File: src/rtl/riscy_pkg.sv
// Shared types and constants for the RV32IM core pipeline stages.
// No logic; latency and backpressure are defined by the stages that use it.
// Holds the decoded-op record handed from decode to the execute ALU.
package riscy_pkg;

    localparam int XLEN = 32;

    localparam logic [6:0] OPC_OP     = 7'h33;
    localparam logic [6:0] OPC_OP_IMM = 7'h13;

    localparam logic [6:0] F7_BASE    = 7'h00;
    localparam logic [6:0] F7_ALT     = 7'h20;
    localparam logic [6:0] F7_MULDIV  = 7'h01;

    typedef struct packed {
        logic [2:0]      funct3;
        logic [6:0]      funct7;
        logic [XLEN-1:0] rs1;
        logic [XLEN-1:0] rs2;
        logic [4:0]      rd;
        logic            illegal;
    } dec_op_t;

    // Sign-extend a 12-bit I-type immediate to the operand width.
    function automatic logic [XLEN-1:0] sext12(input logic [11:0] imm);
        return {{(XLEN-12){imm[11]}}, imm};
    endfunction

endpackage

File: src/rtl/regfile_2r1w.sv
// Architectural register file: two combinational read ports, one write port.
// Latency: reads same cycle, writes visible the cycle after the write edge.
// Backpressure: none; writes to x0 are dropped and x0 always reads zero.
//
// Ports: clk, rst_n (async active-low, clears every register),
//        ra_addr/ra_data, rb_addr/rb_data (read), we/waddr/wdata (write).
module regfile_2r1w #(
    parameter  int XLEN  = 32,
    parameter  int NREGS = 32,
    localparam int AW    = $clog2(NREGS)
) (
    input  logic            clk,
    input  logic            rst_n,
    input  logic [AW-1:0]   ra_addr,
    output logic [XLEN-1:0] ra_data,
    input  logic [AW-1:0]   rb_addr,
    output logic [XLEN-1:0] rb_data,
    input  logic            we,
    input  logic [AW-1:0]   waddr,
    input  logic [XLEN-1:0] wdata
);
    import riscy_pkg::*;

    logic [XLEN-1:0] mem [NREGS];

    always_ff @(posedge clk or negedge rst_n) begin
        if (!rst_n) begin
            for (int i = 0; i < NREGS; i++) begin
                mem[i] <= '0;
            end
        end else if (we && (waddr != '0)) begin
            mem[waddr] <= wdata;
        end
    end

    assign ra_data = (ra_addr == '0) ? '0 : mem[ra_addr];
    assign rb_data = (rb_addr == '0) ? '0 : mem[rb_addr];

endmodule

File: src/rtl/decode_stage.sv
// Decode stage: OP / OP-IMM decode, operand fetch and busy scoreboard for the ALU.
// Latency: 1 cycle from accept to out_valid (registered output).
// Backpressure: holds out_* while out_valid && !out_ready; stalls on RAW/WAW hazards.
//
// Ports: clk, rst_n (async active-low), flush (kills output register),
//        in_valid/in_ready/in_instr (instruction in),
//        out_valid/out_ready/out_funct3/out_funct7/out_rs1/out_rs2/out_rd/out_illegal (to ALU),
//        wb_en/wb_addr/wb_data (writeback; clears busy and writes the register file).
// Build option: DECODE_STAGE_BYPASS_EN forwards same-cycle writeback data into the
// operands and lets a source being written back this cycle issue without a stall.
module decode_stage #(
    parameter int XLEN  = 32,
    parameter int NREGS = 32
) (
    input  logic            clk,
    input  logic            rst_n,
    input  logic            flush,
    input  logic            in_valid,
    output logic            in_ready,
    input  logic [31:0]     in_instr,
    output logic            out_valid,
    input  logic            out_ready,
    output logic [2:0]      out_funct3,
    output logic [6:0]      out_funct7,
    output logic [XLEN-1:0] out_rs1,
    output logic [XLEN-1:0] out_rs2,
    output logic [4:0]      out_rd,
    output logic            out_illegal,
    input  logic            wb_en,
    input  logic [4:0]      wb_addr,
    input  logic [XLEN-1:0] wb_data
);
    import riscy_pkg::*;

    // Instruction fields
    logic [6:0] opcode;
    logic [2:0] f3;
    logic [6:0] f7_raw;
    logic [4:0] rs1_idx;
    logic [4:0] rs2_idx;
    logic [4:0] rd_idx;

    assign opcode  = in_instr[6:0];
    assign rd_idx  = in_instr[11:7];
    assign f3      = in_instr[14:12];
    assign rs1_idx = in_instr[19:15];
    assign rs2_idx = in_instr[24:20];
    assign f7_raw  = in_instr[31:25];

    logic is_op;
    logic is_opimm;
    logic is_shift;

    assign is_op    = (opcode == OPC_OP);
    assign is_opimm = (opcode == OPC_OP_IMM);
    assign is_shift = is_opimm && ((f3 == 3'd1) || (f3 == 3'd5));

    // Register file and operand selection
    logic [XLEN-1:0] rf_a;
    logic [XLEN-1:0] rf_b;
    logic [XLEN-1:0] opnd_a;
    logic [XLEN-1:0] opnd_b;
    logic            wb_live;
    logic            byp_a;
    logic            byp_b;

    // x0 writebacks are architecturally meaningless: never clear, write or forward.
    assign wb_live = wb_en && (wb_addr != 5'd0);

    regfile_2r1w #(
        .XLEN  (XLEN),
        .NREGS (NREGS)
    ) u_rf (
        .clk     (clk),
        .rst_n   (rst_n),
        .ra_addr (rs1_idx),
        .ra_data (rf_a),
        .rb_addr (rs2_idx),
        .rb_data (rf_b),
        .we      (wb_en),
        .waddr   (wb_addr),
        .wdata   (wb_data)
    );

`ifdef DECODE_STAGE_BYPASS_EN
    assign byp_a  = wb_live && (wb_addr == rs1_idx);
    assign byp_b  = wb_live && (wb_addr == rs2_idx);
    assign opnd_a = byp_a ? wb_data : rf_a;
    assign opnd_b = byp_b ? wb_data : rf_b;
`else
    // Without forwarding a source under writeback waits one cycle for the array write.
    assign byp_a  = 1'b0;
    assign byp_b  = 1'b0;
    assign opnd_a = rf_a;
    assign opnd_b = rf_b;
`endif

    // Decode
    dec_op_t dec;

    always_comb begin
        dec         = '0;
        dec.funct3  = f3;
        dec.funct7  = f7_raw;
        dec.rs1     = opnd_a;
        dec.rs2     = opnd_b;
        dec.illegal = 1'b1;
        if (is_op) begin
            dec.illegal = !((f7_raw == F7_BASE) || (f7_raw == F7_MULDIV) ||
                            ((f7_raw == F7_ALT) && ((f3 == 3'd0) || (f3 == 3'd5))));
        end else if (is_opimm) begin
            dec.illegal = 1'b0;
            dec.funct7  = F7_BASE;
            dec.rs2     = sext12(in_instr[31:20]);
            if (is_shift) begin
                dec.rs2 = {{(XLEN-5){1'b0}}, in_instr[24:20]};
                if ((f7_raw == F7_ALT) && (f3 == 3'd5)) begin
                    dec.funct7 = F7_ALT;
                end else if (f7_raw != F7_BASE) begin
                    dec.illegal = 1'b1;
                end
            end
        end
        // Illegal ops carry rd=0 so they never claim or wait on a destination.
        if (!dec.illegal) begin
            dec.rd = rd_idx;
        end
    end

    // Scoreboard and hazard detection
    logic [NREGS-1:0] busy_q;
    logic [NREGS-1:0] busy_d;
    logic             rs1_hz;
    logic             rs2_hz;
    logic             rd_hz;
    logic             hazard;
    logic             accept;
    logic             out_valid_q;
    dec_op_t          out_q;

    assign rs1_hz = busy_q[rs1_idx] && !byp_a;
    assign rs2_hz = is_op && busy_q[rs2_idx] && !byp_b;
    // A destination retiring this cycle frees its slot for the new writer.
    assign rd_hz  = busy_q[dec.rd] && !(wb_live && (wb_addr == dec.rd));
    assign hazard = rs1_hz || rs2_hz || rd_hz;

    assign in_ready = (!out_valid_q || out_ready) && !hazard && !flush;
    assign accept   = in_valid && in_ready;

    always_comb begin
        busy_d = busy_q;
        if (wb_live) begin
            busy_d[wb_addr] = 1'b0;
        end
        if (flush && out_valid_q) begin
            busy_d[out_q.rd] = 1'b0;
        end
        // Set after clear: a new writer of the retiring register keeps it busy.
        if (accept && !dec.illegal) begin
            busy_d[dec.rd] = 1'b1;
        end
        busy_d[0] = 1'b0;
    end

    always_ff @(posedge clk or negedge rst_n) begin
        if (!rst_n) begin
            busy_q <= '0;
        end else begin
            busy_q <= busy_d;
        end
    end

    // Output register
    always_ff @(posedge clk or negedge rst_n) begin
        if (!rst_n) begin
            out_valid_q <= 1'b0;
            out_q       <= '0;
        end else if (flush) begin
            out_valid_q <= 1'b0;
        end else if (accept) begin
            out_valid_q <= 1'b1;
            out_q       <= dec;
        end else if (out_ready) begin
            out_valid_q <= 1'b0;
        end
    end

    assign out_valid   = out_valid_q;
    assign out_funct3  = out_q.funct3;
    assign out_funct7  = out_q.funct7;
    assign out_rs1     = out_q.rs1;
    assign out_rs2     = out_q.rs2;
    assign out_rd      = out_q.rd;
    assign out_illegal = out_q.illegal;

endmodule
File: config.mk
export PLATFORM = sky130hd
export DESIGN_NAME = decode_stage
export DESIGN_NICKNAME = d
export VERILOG_FILES = /design/src/rtl/riscy_pkg.sv /design/src/rtl/regfile_2r1w.sv /design/src/rtl/decode_stage.sv
export SDC_FILE = /design/constraint.sdc
export NUM_CORES = 2
export LEC_CHECK = 0
export ABC_AREA = 0
export CORE_UTILIZATION = 59
export CTS_CLUSTER_DIAMETER = 120
export CTS_CLUSTER_SIZE = 20
export DETAILED_ROUTE_END_ITERATION = 10
export DONT_BUFFER_PORTS = 1
export PLACE_DENSITY = 0.75
export SLEW_MARGIN = 15
export SYNTH_ARGS = -nofsm -noshare
export SYNTH_HDL_FRONTEND = slang
export SYNTH_SLANG_ARGS = --single-unit
File: constraint.sdc
create_clock -name clk -period 3.62 [get_ports clk]
set_clock_uncertainty 0.2 [all_clocks]
set_input_delay 0.362 -clock clk [delete_from_list [all_inputs] [get_ports clk]]
set_output_delay 0.362 -clock clk [all_outputs]
set_load 0.01 [all_outputs]
==> metrics <==
Detailed Place HPWL=roughly 85 mm; Synth cell types=55; mean post-synth cell area=between 15 and 20 um^2; core area=100,000 um^2; Syn Std Cell Area=between 50,000 and 60,000 um^2; Multi-input gate area=approximately 30,000 um^2; CP startpoint=in_instr[7]; Tcrit/Tclk final=roughly 97%; Leak=between 20 and 30 nW; Skew-Pair Late Insertion Delay=between 0.6 and 0.7 ns; DR vias=about 36,000; setup TNS=0 ns; HP Class=in2reg; crit path kind=in2reg; max-slew violations=0; Post-synth top flop=dfrtp_1; Worst-path clk slew=around 0.080 ns; initial antenna violation count=1; TritonCTS buffer count=66; clk sinks=roughly 1,100; status=finished clean; vias in the first global route=around 38,000; DR WL/cell=around 33 um; Filler cells=about 7,200; worst reg2reg startpoint=busy_q[31]$_DFF_PN0_; flops & latches, synth=between 1,000 and 1,500; GRT overflow=0; Worst EP required=between 3 and 4 ns; # IOs=~160; GRT Total Usage=32.5%; Slew HR=between 10% and 20%; switching power total=around 8.4 mW; FF-to-FF setup slack=approximately 0.14 ns; EDFF count, synth=0; DRC violation count after routing=0; most frequent cells in the layout=1,136 x dfrtp_1, 1,001 x mux2_2, 593 x mux4_2, 81 x dlygate4sd3_1, 79 x o21ai_0; final wirelength=between 150 and 200 mm; IO Port Bufs=0; full die area=102,000 um^2; H-tree depth=3; Die Y=approximately 320 um; most common cell after layout, fill and taps aside=dfrtp_1; Initial DRT Pass Iterations=6; Setup crit start kind=input pin; Initial Util=approximately three fifths; Critical Path Fanout Max=14; postcts setup bufs=0; fraction of layout cells with a size suffix above 1=48.4%; maxcap violations=0; Pint=~23 mW; Fin. Hold Viols=0; Reg power frac=54.7%; reg-to-reg endpoint=busy_q[27]$_DFF_PN0_; Synth warnings=0; FMAX=between 0.2 and 0.3 GHz; Power, Total=approximately 31 mW; Sequential Area=28,400 um^2; post-synthesis sequential area ratio=47.6%; Cell Pwr Density=around 490 nW/um^2; Std-Cell Rows=between 100 and 150; pin count of the biggest net entering global routing=around 1,100; worst vdd ir=~0.44 mV; Placer Congestion=0.897; Worst Setup End Kind=flop; Die W=320 um; Mapped Nets=approximately 4,000; CTS Buffer Depth=3; Logic pwr share=20.8%; Critical Path AT=a little under 4 ns; CTS tree=done; Worst R2R Path Depth=9; Worst Setup EP=busy_q[27]$_DFF_PN0_; Switching Fraction=between 20% and 30%; # setup viols final=0; Post-Syn Instances=3,898; initial DRC count=3,519; dpl cell area=60,600 um^2; Root Driver=clkbuf_16; Tmin final=roughly 3.5 ns; Vias/cell=roughly 7.3; ANT nets after route=0; RSZ-0062 raised after global routing=false; fin nets=roughly 3,800; first-pass GRT wire length=247 mm; Tightest Pin Transition=between 1 and 1.5 ns; P&R area growth vs syn=6.33%; final core utilization=63.4%; post-route cell area=~63,000 um^2; Clock Power Share=24.5%; ys async rst share=100%
[cell type report]
cell class	instances	area share, %
multi-input cells	2285	46.6
flip-flops and latches	1136	44.8
repair buffers	156	2.95
clock buffers	69	2.72
well taps	1298	2.56
inverters	43	0.254
clock inverters	3	0.0749
diodes	3	0.0118
[Yosys cell counts (3+ instances only)]
cell type | number | share of area, %
dfrtp_1 | 1136 | 48
mux2_2 | 1001 | 19
mux4_2 | 593 | 22
clkbuf_1 | 283 | 1.8
o21ai_0 | 79 | 0.66
buf_1 | 78 | 0.49
nor2_1 | 76 | 0.48
nand2_1 | 70 | 0.44
mux2i_1 | 69 | 1.2
mux2_1 | 68 | 1.3
buf_2 | 66 | 0.55
a211oi_1 | 50 | 0.63
inv_1 | 43 | 0.27
and3_1 | 37 | 0.39
o221ai_1 | 35 | 0.51
a21oi_1 | 30 | 0.25
o211ai_1 | 24 | 0.30
nor2b_1 | 21 | 0.22
nand3_1 | 19 | 0.16
nand4_1 | 17 | 0.18
nand2b_1 | 12 | 0.13
nor3_1 | 8 | 0.067
a32oi_1 | 7 | 0.10
nand3b_1 | 7 | 0.088
o2bb2ai_1 | 7 | 0.10
a2bb2oi_1 | 6 | 0.088
buf_4 | 6 | 0.075
a221o_1 | 4 | 0.067
xnor2_1 | 4 | 0.059
a21bo_2 | 3 | 0.050
nor4_1 | 3 | 0.031
or3_1 | 3 | 0.031
[power groups by stage]
stage	clock, mW	combinational, mW	sequential, mW
global route	8.24	6.98	17.5
finish	7.67	6.53	17.2
detailed placement	0	5.96	17.3
floorplan	0	5.54	16.6
CTS	7.82	6.26	17.1
global placement	0	5.76	17.2
[flip-flops by register name, indices dropped and copies added, names as in the netlist]
register and flops:
out_rs2 32, out_funct7 7, out_rs1 32, u_rf.mem 1024, out_funct3 3, out_valid 1, out_rd 5, busy_q 31
out_illegal 1
[worst min-delay path by stage]
stage                       from                        end  slack [ns]  cells past startpoint
global route        in_instr[26]     out_rs2[6]$_DFFE_PN0P_        0.01                      3
finish              in_instr[22]    out_rs2[28]$_DFFE_PN0P_        0.02                      4
floorplan                  rst_n       busy_q[10]$_DFF_PN0_       -0.13                      0
CTS                        rst_n  out_funct7[1]$_DFFE_PN0P_       -0.79                      0
global placement           rst_n  out_funct7[1]$_DFFE_PN0P_       -0.08                      0
detailed placement         rst_n  out_funct7[1]$_DFFE_PN0P_       -0.08                      0
[metrics by stage]
step / instances / setup slack (ns) / hold WS (ns)
finish: 4993 / 0.124 / 0.0184
global route: 4990 / 0.0493 / 0.0116
CTS: 4980 / 0.221 / -0.792
detailed placement: 4824 / 0.380 / -0.0783
global placement: 4824 / 0.455 / -0.0822
floorplan: 3898 / 0.520 / -0.134
[worst max-delay path, stage by stage]
cell and delay (ns):
dlygate4sd3_1 0.72, nor2b_1 0.45, a32oi_1 0.11, a211oi_1 0.38, nor3_1 0.16, a221oi_4 0.34
buf_4 0.29, nand4_1 0.16, dlygate4sd3_1 0.67, o21ai_0 0.21
[cell families after synthesis]
| family | after synthesis | share of synthesized area [%] |
|---|---|---|
| AOI/OAI and AO/OA | 264 | 3.06 |
| DFF | 1136 | 47.6 |
| and+or+nand+nor | 285 | 2.36 |
| buffers and inverters | 477 | 3.19 |
| muxes | 1731 | 43.7 |
| xor gates and xnor gates | 5 | 0.0734 |
[routing by layer]
metal  share of wire [%]  global-route usage, %  routed length, um  up-vias
met5                   0                      0                  0        -
met4                 4.1                   11.7               6620        0
met3                 7.9                   6.83              12800      382
met2                  49                   52.6              79600     1516
met1                  39                   43.9              64300    19900
li1                    -                      -                  -    14500
[timing repair]
item,CTS,global route
hold buffers,84,4
resized for setup,0,0
endpoints found under the hold margin,2217,370
Note: power is estimated with default switching activity, not from simulation.
